File: src/rtl/src_b_mux_pkg.sv
// Shared types and constants for the ALU operand-B stage.
// Forwarding/stall support is compiled in only when SRC_B_FWD_EN is defined.
package src_b_mux_pkg;

    typedef enum logic [1:0] {
        SEL_SRC_B_RS2  = 2'd0,
        SEL_SRC_B_IMM  = 2'd1,
        SEL_SRC_B_ZERO = 2'd2,
        SEL_SRC_B_FOUR = 2'd3
    } sel_src_b_t;

    typedef enum logic [1:0] {
        EMPTY = 2'd0,
        FULL  = 2'd1,
        STALL = 2'd2
    } state_e;

    localparam int unsigned CONST_FOUR = 4;

endpackage

File: src/rtl/src_b_fwd_resolve.sv
// Combinational priority match of a register index against the forwarding sources.
// Source 0 is the youngest and wins; x0 never matches.
module src_b_fwd_resolve #(
    parameter int XLEN       = 32,
    parameter int NUM_FWD    = 2,
    parameter int REG_ADDR_W = 5
) (
    input  logic [REG_ADDR_W-1:0]         addr,
    input  logic [NUM_FWD-1:0]            fwd_valid,
    input  logic [NUM_FWD*REG_ADDR_W-1:0] fwd_addr,
    input  logic [NUM_FWD*XLEN-1:0]       fwd_data,
    input  logic [NUM_FWD-1:0]            fwd_pending,
    output logic                          hit,
    output logic                          pending,
    output logic [XLEN-1:0]               data
);

    logic [NUM_FWD-1:0] match;

    generate
        for (genvar gi = 0; gi < NUM_FWD; gi++) begin : g_match
            assign match[gi] = fwd_valid[gi]
                            && (fwd_addr[gi*REG_ADDR_W +: REG_ADDR_W] == addr)
                            && (addr != '0);
        end
    endgenerate

    // Walk from oldest to youngest so the lowest matching index is the last writer.
    always_comb begin
        hit     = 1'b0;
        pending = 1'b0;
        data    = '0;
        for (int i = NUM_FWD - 1; i >= 0; i--) begin
            if (match[i]) begin
                hit     = 1'b1;
                pending = fwd_pending[i];
                data    = fwd_data[i*XLEN +: XLEN];
            end
        end
    end

endmodule

File: src/rtl/src_b_operand_stage.sv
// Registered ALU operand-B stage: selects rs2/imm/0/4 into a valid/ready output register.
// Define SRC_B_FWD_EN to enable rs2 forwarding and the load-use STALL state.
module src_b_operand_stage
    import src_b_mux_pkg::*;
#(
    parameter int XLEN       = 32,
    parameter int NUM_FWD    = 2,
    parameter int REG_ADDR_W = 5
) (
    input  logic                          clk,
    input  logic                          rst_n,
    input  logic                          flush,
    input  logic                          in_valid,
    output logic                          in_ready,
    input  logic [REG_ADDR_W-1:0]         rs2_addr,
    input  logic [XLEN-1:0]               rs2_data,
    input  logic [XLEN-1:0]               imm,
    input  sel_src_b_t                    select,
    input  logic [NUM_FWD-1:0]            fwd_valid,
    input  logic [NUM_FWD*REG_ADDR_W-1:0] fwd_addr,
    input  logic [NUM_FWD*XLEN-1:0]       fwd_data,
    input  logic [NUM_FWD-1:0]            fwd_pending,
    output logic                          out_valid,
    input  logic                          out_ready,
    output logic [XLEN-1:0]               alu_src_b,
    output logic                          stall_o
);

    state_e          state_reg;
    logic            out_valid_reg;
    logic            stall_reg;
    logic [XLEN-1:0] alu_src_b_reg;
    logic            accept;
    logic [XLEN-1:0] rs2_value;
    logic [XLEN-1:0] resolved;

    assign in_ready  = !flush && ((state_reg == EMPTY) || ((state_reg == FULL) && out_ready));
    assign accept    = in_valid && in_ready;
    assign out_valid = out_valid_reg;
    assign stall_o   = stall_reg;
    assign alu_src_b = alu_src_b_reg;

`ifdef SRC_B_FWD_EN
    logic [REG_ADDR_W-1:0] held_addr_reg;
    logic [REG_ADDR_W-1:0] lookup_addr;
    logic                  fwd_hit;
    logic                  fwd_pend;
    logic [XLEN-1:0]       fwd_value;
    logic                  hazard;

    // While stalled the decode inputs may have moved on; resolve the latched index.
    assign lookup_addr = (state_reg == STALL) ? held_addr_reg : rs2_addr;

    src_b_fwd_resolve #(
        .XLEN       (XLEN),
        .NUM_FWD    (NUM_FWD),
        .REG_ADDR_W (REG_ADDR_W)
    ) u_fwd_resolve (
        .addr        (lookup_addr),
        .fwd_valid   (fwd_valid),
        .fwd_addr    (fwd_addr),
        .fwd_data    (fwd_data),
        .fwd_pending (fwd_pending),
        .hit         (fwd_hit),
        .pending     (fwd_pend),
        .data        (fwd_value)
    );

    assign rs2_value = fwd_hit ? fwd_value : rs2_data;
    assign hazard    = (select == SEL_SRC_B_RS2) && fwd_hit && fwd_pend;
`else
    logic unused_fwd;
    assign unused_fwd = ^{fwd_valid, fwd_addr, fwd_data, fwd_pending};
    assign rs2_value  = rs2_data;
`endif

    always_comb begin
        resolved = '0;
        case (select)
            SEL_SRC_B_RS2:  resolved = rs2_value;
            SEL_SRC_B_IMM:  resolved = imm;
            SEL_SRC_B_ZERO: resolved = '0;
            SEL_SRC_B_FOUR: resolved = XLEN'(CONST_FOUR);
            default:        resolved = '0;
        endcase
    end

    always_ff @(posedge clk or negedge rst_n) begin
        if (!rst_n) begin
            state_reg     <= EMPTY;
            out_valid_reg <= 1'b0;
            stall_reg     <= 1'b0;
            alu_src_b_reg <= '0;
`ifdef SRC_B_FWD_EN
            held_addr_reg <= '0;
`endif
        end else if (flush) begin
            state_reg     <= EMPTY;
            out_valid_reg <= 1'b0;
            stall_reg     <= 1'b0;
        end else begin
            case (state_reg)
                EMPTY, FULL: begin
                    if (accept) begin
`ifdef SRC_B_FWD_EN
                        if (hazard) begin
                            state_reg     <= STALL;
                            held_addr_reg <= rs2_addr;
                            out_valid_reg <= 1'b0;
                            stall_reg     <= 1'b1;
                        end else
`endif
                        begin
                            alu_src_b_reg <= resolved;
                            state_reg     <= FULL;
                            out_valid_reg <= 1'b1;
                            stall_reg     <= 1'b0;
                        end
                    end else if ((state_reg == FULL) && out_ready) begin
                        state_reg     <= EMPTY;
                        out_valid_reg <= 1'b0;
                    end
                end
`ifdef SRC_B_FWD_EN
                // A vanished match means write-back happened, so rs2_value is rs2_data.
                STALL: begin
                    if (!(fwd_hit && fwd_pend)) begin
                        alu_src_b_reg <= rs2_value;
                        state_reg     <= FULL;
                        out_valid_reg <= 1'b1;
                        stall_reg     <= 1'b0;
                    end
                end
`endif
                default: begin
                    state_reg     <= EMPTY;
                    out_valid_reg <= 1'b0;
                    stall_reg     <= 1'b0;
                end
            endcase
        end
    end

endmodule

File: config.mk
export PLATFORM = sky130hd
export DESIGN_NAME = src_b_operand_stage
export DESIGN_NICKNAME = d
export VERILOG_FILES = /design/src/rtl/src_b_mux_pkg.sv /design/src/rtl/src_b_fwd_resolve.sv /design/src/rtl/src_b_operand_stage.sv
export SDC_FILE = /design/constraint.sdc
export NUM_CORES = 1
export LEC_CHECK = 0
export CORE_MARGIN = 2
export CORE_UTILIZATION = 28
export DETAILED_ROUTE_END_ITERATION = 8
export PLACE_DENSITY = 0.85
export SLEW_MARGIN = 20
export SYNTH_ARGS = -nofsm -noshare
export SYNTH_HDL_FRONTEND = slang
export SYNTH_SLANG_ARGS = --single-unit
export TNS_END_PERCENT = 30
File: constraint.sdc
create_clock -name clk -period 2 [get_ports clk]
set_input_delay 0.4 -clock clk [delete_from_list [all_inputs] [get_ports clk]]
set_output_delay 0.4 -clock clk [all_outputs]
set_load 0.005 [all_outputs]
# --- After elaboration in Yosys (flattened, before gate mapping) ---
# Cells that the tools add are included.
classes:
  reduce_logical: 9
  bitwise: 1
  muxes: 12
  eq_ne: 6
ops:
  columns: ["op", "n"]
  rows:
  - ["32-bit one-hot mux with 4 select lines", 1]
  - ["2-bit 2-to-1 mux", 4]
  - ["1-bit 2-to-1 mux", 7]
  - ["2-bit by 1-bit equality test with 1-bit output (second input constant)", 2]
  - ["2-bit equality test (second input constant)", 2]
  - ["2-bit logical NOT", 2]
  - ["4-bit inequality test (second input constant)", 1]
  - ["1-bit logical AND", 3]
  - ["3-bit inequality test (second input constant)", 1]
  - ["3-bit AND reduction", 1]
  - ["2-bit OR reduction", 1]
  - ["1-bit logical NOT", 1]
  - ["1-bit logical OR", 1]
  - ["1-bit inverter", 1]
totals:
  input_bits: 154
  regBits: 36
  wordCells: 32
  output_inout_bits: 35

# --- Longest topological paths before layout ---
# Gate-level depths: netlist (run 1).
logic_depth:
  depth_word: 8
  mapped_depth: 5
  depth_no_buf: 3

# --- Worst setup path before layout (run 1) ---
# No wires, ideal clock.
synth_timing:
  path_type: "reg2reg"
  startpoint: "register, netlist name out_valid"
  endpoint: "register alu_src_b_reg[0], in the netlist alu_src_b[0]"
  slack_ns: 0.580
  setup_ns: 0.125
  t_arrival_ns: 1.296
  path_buffers: 1
  synth_period_minus_slack_ns: 1.420
  required_ns: 1.875
  stages_incl_launch_ff: 5
  cell_sequence: "dfrtp_1 > nor2b_4 > nor3b_4 > buf_6 > mux2_2"
synth_lines:
  columns: ["element", "line", "rtl"]
  rows:
  - ["to (signal assigned)", "src_b_operand_stage.sv:114", "alu_src_b_reg <= resolved;"]
  - ["to (decl)", "src_b_operand_stage.sv:32", "logic [XLEN-1:0] alu_src_b_reg;"]

# --- Worst setup path in the final report (run 1) ---
layout_timing:
  startpoint: "input out_ready"
  endpoint: "register alu_src_b_reg[2], in the netlist alu_src_b[2]"
layout_between:
  elab_chain_cells: 5
layout_lines:
  columns: ["element", "line", "rtl"]
  rows:
  - ["from (decl)", "src_b_operand_stage.sv:24", "input logic out_ready,"]
  - ["1-bit logical AND", "src_b_operand_stage.sv:37", "assign in_ready = !flush && ((state_reg == EMPTY) || ((state_reg == FULL) && out_ready));"]
  - ["1-bit logical OR", "src_b_operand_stage.sv:37", null]
  - ["1-bit logical AND", "src_b_operand_stage.sv:37", null]
  - ["1-bit logical AND", "src_b_operand_stage.sv:38", "assign accept = in_valid && in_ready;"]
  - ["3-bit AND reduction (no line)", null, null]
# No other way between the ends.
# A chain may end at the register's enable or synchronous reset.

==> results of run 1 <==
## metal layers
layer / share of wire / vias up / global-route usage
met1: 0.42 / 681 / 0.153
li1: - / 704 / -
met4: 0.0034 / 0 / 0.0358
met3: 0.12 / 2 / 0.0636
met2: 0.46 / 81 / 0.219
met5: 0 / - / 0
## final timing paths
check	startpoint	to	slack [ps]	cells past startpoint
max	out_ready	alu_src_b[2]	380	5
min	rst_n	alu_src_b[17]	170	1
min in group clk	alu_src_b[2]	alu_src_b[2]	500	1
max reg2reg	out_valid	alu_src_b[2]	550	4
max in group asynchronous	rst_n	alu_src_b[2]	1360	1
min reg2reg	alu_src_b[2]	alu_src_b[2]	500	1
## repair_timing
| item | in CTS | in global routing |
|---|---|---|
| buffers inserted | 0 | 0 |
| endpoints found under the setup margin | 0 | 1 |
| resized for setup | 0 | 1 |
## layout make-up
| cell class | count | area share |
|---|---|---|
| well taps | 75 | 0.0319 |
| clock buffers | 7 | 0.0293 |
| repair buffers | 108 | 0.370 |
| flip-flops and latches | 33 | 0.280 |
| multi-input cells | 103 | 0.289 |
## cells in the final DEF (no fill, tap or decap)
cell type / count
clkdlybuf4s50_1: 101
nor2_1: 34
dfrtp_1: 33
mux2_2: 32
mux2i_1: 31
clkbuf_8: 6
o21ai_0: 2
buf_2: 2
buf_4: 2
buf_12: 2
nor2b_4: 1
nor3b_4: 1
nand2b_1: 1
conb_1: 1
clkbuf_1: 1
dlymetal6s2s_1: 1
## power by group through the flow
| stage | logic [uW] | registers [uW] | clock network (uW) |
|---|---|---|---|
| after global routing | 650 | 833 | 551 |
| after CTS | 609 | 819 | 520 |
| after floorplan | 201 | 837 | 0 |
| after global placement | 596 | 826 | 0 |
| final | 597 | 817 | 499 |
| after detailed placement | 606 | 831 | 0 |
## stage by stage
step / hold slack (ps) / worst slack (ps) / instances
after global placement: 489 / 54.3 / 319
after floorplan: 104 / 580 / 147
after CTS: 200 / 46.8 / 326
after global routing: 228 / 327 / 326
after detailed placement: 495 / 59.0 / 319
final: 174 / 381 / 326
## synthesized netlist by cell type
cell type / count / area [sq um]
buf_2: 1 / 5.00
buf_4: 4 / 30.0
buf_6: 3 / 33.8
clkbuf_1: 3 / 11.3
conb_1: 1 / 3.75
dfrtp_1: 33 / 826
mux2_2: 32 / 360
mux2i_1: 31 / 310
nand2b_1: 1 / 6.26
nor2_1: 34 / 128
nor2b_4: 1 / 13.8
nor3b_4: 1 / 18.8
o21ai_0: 2 / 10.0
## kinds of logic (layout without fill, tap and decap cells)
group | Yosys count | count (layout) | synth area share
multiplexers | 63 | 63 | 0.382
AND/OR/NAND/NOR | 37 | 37 | 0.0947
flip-flops | 33 | 33 | 0.470
buffers and inverters | 11 | 115 | 0.0456
AO/OA/AOI/OAI | 2 | 2 | 0.00570
other | 1 | 1 | 0.00213
==> results.cfg, run 1 <==
[run_status]
status = finished clean

[yosys]
ys_ff_latch = 33
synth_warnings = 0
synth.cell_area_sq_um = 1760
seq_area_frac_synth = 0.470
ys_types = 13
syn-instance-count = 147
synth_area_per_cell_sq_um = 12.0
synth_fp_nets = 301

[global_routing]
grt_overflow = 0
grt_start_max_net_pins = 34
grt_pass1_wl_um = 7540
grt_antenna_before_repair = 0
grt_usage = 0.132
grt_pass1_vias = 1602

[timing]
rsz0062_at_grt = false
clock_skew_ps = 8.29
finalCritPeriodShare = 0.809
max-slew-margin-rel = 0.517
fin_tns_setup_ps = 0
worst_pin_slew_ps = 724
fmax_mhz = 618
setup_viol = 0
final.min_clock_period_ps = 1620
finalHoldViolCount = 0
final_max_slew_viol_count = 0

[setup_path]
arrival_ps = 1770
path_cells = clkdlybuf4s50_1 -> nor2b_4 -> nor3b_4 -> buf_4 -> mux2_2
crit_path_max_incr_delay_ps = 500
crit_family = buffers and inverters
worstPathBufferInverterCount = 2
crit_required_ps = 2150
crit_fanout = 16
cp-end-kind = register
critPathKind = in2reg
cp_slowest_cell = clkdlybuf4s50_1
startpoint_type = input pin

[pwr]
power_per_cell_area_nw_per_um2 = 649
power_switching_uw = 454
switching_share = 0.237
p_clk_frac = 0.261
finalPower_uw = 1910
p_int_uw = 1460
combPwrFrac = 0.312
p_seq_frac = 0.427
leakage_uw = 0.00132
irDropWorstVdd_mv = 0.319

[routing]
wire_per_inst_um = 13.6
antenna_left = 0
wirelength_um = 4430
routed_via_density = 4.50
drc = 0
via_count = 1468
drt_iter0_drc = 28
dr.pass1.iters = 4

[cells_and_area]
final_nets = 405
fill_cells = 563
fin_area_sq_um = 2950
drive_gt1_frac = 0.183
final_core_utilization = 0.492
largest_reg_flops = 32
area_growth_pct = 67.7
diodes = 0
regArea_sq_um = 826
multi_input_area_sq_um = 851

[placement]
place_area_sq_um = 2860
port_buffers = 104
place.gp.congestion = 0.678
hpwlAfterDp_um = 3420

[clocking]
h-tree-depth = 2
clock-sinks = 33
cts_buffers = 5
cts_root_buffer = clkbuf_8
clock_path_buffers = 2
hold_buffers = 0
clk_latency_ps = 280
cts_tree = done
clk_pin_slew_ps = 70

[die]
start_util = 0.293
die-area_sq_um = 6920
core_sq_um = 5990
die_h_um = 83.2
rows = 28
die_w_um = 83.2
ios = 189

[hold_path]
hold_path_class = in2async

[run]
max_cap_viol_count = 0
No activity file was read; power rests on OpenSTA's default activity.
==> inputs of run 2 (changes only) <==
==> constraint.sdc (replaced) <==
create_clock -name clk -period 1.6 [get_ports clk]
set_input_delay 0.32 -clock clk [delete_from_list [all_inputs] [get_ports clk]]
set_output_delay 0.32 -clock clk [all_outputs]
set_load 0.005 [all_outputs]
==> results.cfg, run 2 (synthesis results as in run 1) <==
[pwr]
power_switching_uw = 582
combPwrFrac = 0.318
leakage_uw = 0.00134
p_clk_frac = 0.249
p_seq_frac = 0.432
irDropWorstVdd_mv = 0.405
p_int_uw = 1790
power_per_cell_area_nw_per_um2 = 794
switching_share = 0.246

[clocking]
clk_latency_ps = 280
cts_tree = done
clock-sinks = 33
clock_path_buffers = 2
cts_buffers = 5
h-tree-depth = 2
clk_pin_slew_ps = 70
cts_root_buffer = clkbuf_8

[routing]
routed_via_density = 4.53
wire_per_inst_um = 13.2
via_count = 1492
drt_iter0_drc = 13
antenna_left = 0
wirelength_um = 4340
drc = 0
dr.pass1.iters = 2

[setup_path]
arrival_ps = 1200
crit_required_ps = 1280
critPathKind = in2out
crit_family = buffers and inverters
cp_slowest_cell = clkdlybuf4s50_1
path_cells = clkdlybuf4s50_1 -> nor2_1 -> dlygate4sd2_1
startpoint_type = input pin
crit_fanout = 3
worstPathBufferInverterCount = 2
cp-end-kind = primary output
crit_path_max_incr_delay_ps = 550

[placement]
place_inst = 320
post-place-ws_ps = -247
hpwlAfterDp_um = 3440
place.gp.congestion = 0.679
port_buffers = 104

[cells_and_area]
area_growth_pct = 70.0
final_nets = 407
diodes = 0
final_common_cell = clkdlybuf4s50_1
multi_input_area_sq_um = 851
drive_gt1_frac = 0.193
largest_reg_flops = 32
regArea_sq_um = 826
final_cell_mix = clkdlybuf4s50_1, nor2_1, dfrtp_1, mux2_2, mux2i_1
fin_cells = 329
fill_cells = 549

[die]
die-area_sq_um = 6920
die_h_um = 83.2
core_sq_um = 5990
rows = 28
die_w_um = 83.2
ios = 189
start_util = 0.293

[timing]
finalCritPeriodShare = 0.952
final_max_slew_viol_count = 0
fmax_mhz = 656
setup_viol = 0
rsz0062_at_grt = false
clock_skew_ps = 5.95
finalHoldViolCount = 0
worst_slack_ps = 76.3
final.min_clock_period_ps = 1520

[global_routing]
grt_antenna_before_repair = 0
grt_pass1_wl_um = 7450
grt_start_max_net_pins = 34
grt_usage = 0.131
grt_overflow = 0
grt_pass1_vias = 1600

[run]
max_cap_viol_count = 0

[run_status]
status = finished clean

[hold_path]
hold_path_class = in2reg
-- run 2: changes by cell type in the layout (fill, tap and decap cells not counted) --
cell,change
clkbuf_8,-1
buf_12,+2
dlygate4sd2_1,+1
clkdlybuf4s50_1,-1
clkbuf_1,-1
dlygate4sd3_1,+1
clkinv_2,+2
clkinvlp_4,+1
buf_4,-1
-- run 2: area by class of cell --
class / instances / share of cell area
Timing Repair Buffer: 110 / 0.378
Clock inverter: 3 / 0.00587
Tap cell: 75 / 0.0314
Multi-Input combinational cell: 103 / 0.285
Sequential cell: 33 / 0.276
Clock buffer: 5 / 0.0230
-- run 2: metrics by stage --
stage	TNS (ps)	total power [uW]	hold WS [ps]	cell area [sq um]	utilization
floorplan	0	1300	24.4	1760	-
global placement	-6540	1790	241	2890	0.482
detailed placement	-7630	1810	243	2890	0.482
CTS	0	2420	483	2980	0.498
global route	0	2530	430	2990	0.499
finish	0	2370	415	2990	0.499
-- run 2: worst paths after layout --
kind / start / end / slack, ps / depth (start not counted)
worst max register to register: out_valid / alu_src_b[2] / 140 / 4
min in group asynchronous: rst_n / alu_src_b[10] / 490 / 2
worst min-delay path: out_ready / out_valid / 410 / 4
worst min register to register: alu_src_b[8] / alu_src_b[8] / 510 / 1
max in group asynchronous: rst_n / alu_src_b[4] / 550 / 3
worst max-delay path: flush / in_ready / 80 / 3
-- run 2: worst min-delay path: stages --
cell,delay [ps]
dlymetal6s2s_1,130
nor2b_4,70
nor2_1,90
nor2_1,50
-- run 2: repair_timing --
action,in CTS,in global routing
setup endpoints to repair,1,1
cloned,0,0
gates resized for setup,1,1
buffers inserted,0,0
endpoints found under the hold margin,14,0
hold buffers,1,0
-- run 2: power groups by stage --
stage | Sequential [uW] | Combinational, uW | Clock [uW]
final | 1030 | 755 | 592
after global routing | 1040 | 819 | 669
after CTS | 1030 | 771 | 625
after detailed placement | 1040 | 768 | 0
after global placement | 1030 | 754 | 0
after floorplan | 1050 | 251 | 0
-- run 2: routing by layer --
| metal | routed length, um | vias up | track usage |
|---|---|---|---|
| li1 | - | 711 | - |
| met3 | 522 | 6 | 0.0656 |
| met4 | 38 | 0 | 0.0313 |
| met5 | 0 | - | 0 |
| met1 | 1770 | 693 | 0.148 |
| met2 | 2010 | 82 | 0.219 |
==> RTL change, RTL diff (flow settings as in run 1) <==
The 3 states of `state_e` get a one-hot encoding in 3 bits.
--- a/src/rtl/src_b_mux_pkg.sv
+++ b/src/rtl/src_b_mux_pkg.sv
@@ -9,10 +9,10 @@
         SEL_SRC_B_FOUR = 2'd3
     } sel_src_b_t;
 
-    typedef enum logic [1:0] {
-        EMPTY = 2'd0,
-        FULL  = 2'd1,
-        STALL = 2'd2
+    typedef enum logic [2:0] {
+        EMPTY = 3'b001,
+        FULL  = 3'b010,
+        STALL = 3'b100
     } state_e;
 
     localparam int unsigned CONST_FOUR = 4;
Formal check against the unedited RTL: no difference found for any inputs over 10 cycles, from zero or initial values and one cycle with rst_n low; not proved beyond that.
==> RTL change against run 1 <==
Utilization down 1.3 points. Via count up 6.4%. Synthesized area up 4.4%. Sequential share of layout area about the same. Clock skew down 0.0017 ns. Worst setup slack worse by 0.32 ns. Design area up 3.1%. Die area up 4.2%. Sequential cell count up 1. First-iteration DRC count down 32%. Wire length up 3.0%.
Power is not compared: it rests on default switching activity, and its combinational part moved more than twofold at a synthesized area within 25%.
==> RTL change: results (changes against run 1) <==
status -> finished clean
worst-path fanout max -> 3 (-13)
vias in the first global route -> 1592 (-0.62%)
DRC marker count from the first detailed-route iteration -> 19 (-32%)
Slew HR -> 0.488 (-0.0288)
largest net degree at the start of global routing -> 35 (+2.9%)
routed vias/inst -> 4.59 (+2.0%)
top post-synthesis cells by area -> dfrtp_1 45%, mux2_2 18%, mux2i_1 17%
Final HPWL DP -> 3.64 mm (+6.4%)
first-pass GRT wire length -> 7.47 mm (-0.91%)
Total Nets Final -> 418 (+3.2%)
clock skew -> 0.00659 ns (-0.00170 ns)
Routability Congestion -> 0.713 (+5.2%)
clock root buffer -> clkbuf_8
GRT Util Overall -> 0.129 (-0.00376)
CTS sink cnt -> 34 (+3.0%)
Cell Area, Placed -> 2930 um^2 (+2.7%)
Final Routed Wirelength -> 4.56 mm (+3.0%)
critical register-to-register path startpoint -> state_reg[0]
Syn Nets -> 311 (+3.3%)
Top FF cell, synth -> dfrtp_1
layout cell share with drive strength beyond 1 -> 0.194 (+0.0106)
post-synth cell types -> 22 (+9)
dpl cells -> 331 (+3.8%)
worst path arrival time -> 1.54 ns (-0.23 ns)
Worst Setup Path Type -> reg2out
sequential fraction of the synthesis area -> 0.465 (-0.00556)
Wirelength per Cell -> 13.4 um (-1.2%)
filler cell count in the final layout -> 604 (+7.3%)
Commonest cells post-synth -> 33 x dfrtp_1, 32 x nor2_1, 31 x mux2i_1
first drt pass iteration count -> 3 (-1)
syn_area_per_cell -> 11.8 um^2 (-0.97%)
-- RTL change: changes by cell type after synthesis, sizes merged --
cell / before / now
o21ba: 0 / 1
nor3b: 1 / 0
nor4b: 0 / 1
a21oi: 0 / 2
dfstp: 0 / 1
o211ai: 0 / 1
nor2b: 1 / 0
nor2: 34 / 32
o21bai: 0 / 1
nand2: 0 / 1
inv: 0 / 2
ha: 0 / 2
-- RTL change: cells by family (layout without fill, tap and decap cells) --
| logic type | after synthesis | in the layout | share of synthesized area |
|---|---|---|---|
| AOI/OAI and AO/OA | 7 | 7 | 0.0266 |
| adders and majority gates | 2 | 2 | 0.0136 |
| buffers and inverters | 13 | 121 | 0.0437 |
| DFF | 34 | 34 | 0.465 |
| muxes | 63 | 63 | 0.366 |
| other | 1 | 1 | 0.00204 |
| and+or+nand+nor | 35 | 35 | 0.0839 |
-- RTL change: metrics by stage --
stage          hold WS, ns  power, mW  setup WS (ns)
2_1_floorplan        0.104       1.82          0.121
3_3_place_gp         0.469       2.65        -0.0410
3_5_place_dp         0.479       2.69        -0.0516
4_1_cts              0.208       3.25         0.0323
5_1_grt              0.254       3.42        -0.0292
6_report             0.189       3.19         0.0569
-- RTL change: repair_timing --
action	4_1_cts	5_1_grt
pin swaps	1	0
buffers inserted	1	0
gates resized for setup	1	2
endpoints found under the setup margin	1	22
cloned	0	0
-- RTL change: cell type report --
cell class	instances	area [um^2]	area share
repair buffers	111	1090	0.357
multi-input cells	108	905	0.298
flip-flops and latches	34	852	0.280
well taps	77	96.3	0.0317
clock buffers	7	86.3	0.0284
inverters	2	7.51	0.00247
clock inverters	1	5.00	0.00165
-- RTL change: power breakdown --
group	internal (mW)	switching (mW)	leakage [nW]
Clock	0.278	0.234	0.0482
Combinational	1.05	0.466	0.881
Sequential	1.01	0.158	0.435
Total	2.33	0.858	1.36
-- RTL change: worst paths after layout --
check | slack, ns | depth (start not counted) | endpoint
max | 0.06 | 5 | in_ready
min | 0.19 | 1 | alu_src_b[23]
max reg2reg | 0.08 | 6 | alu_src_b[7]
min reg2reg | 0.49 | 1 | alu_src_b[9]
max in group asynchronous | 1.32 | 1 | alu_src_b[12]
min in group clk | 0.49 | 1 | alu_src_b[9]
-- RTL change: critical path, stage by stage (launching register included) --
cell,delay (ns)
dfstp_2,0.54
inv_1,0.05
ha_1,0.21
a21oi_2,0.16
nor2_1,0.05
dlygate4sd2_1,0.26
-- RTL change: per-layer routing --
metal,vias to the layer above,global-route usage,wire [um]
met5,-,0,0
met4,0,0.0303,48
met3,5,0.0603,553
met2,82,0.208,2070
met1,732,0.157,1890
li1,743,-,-
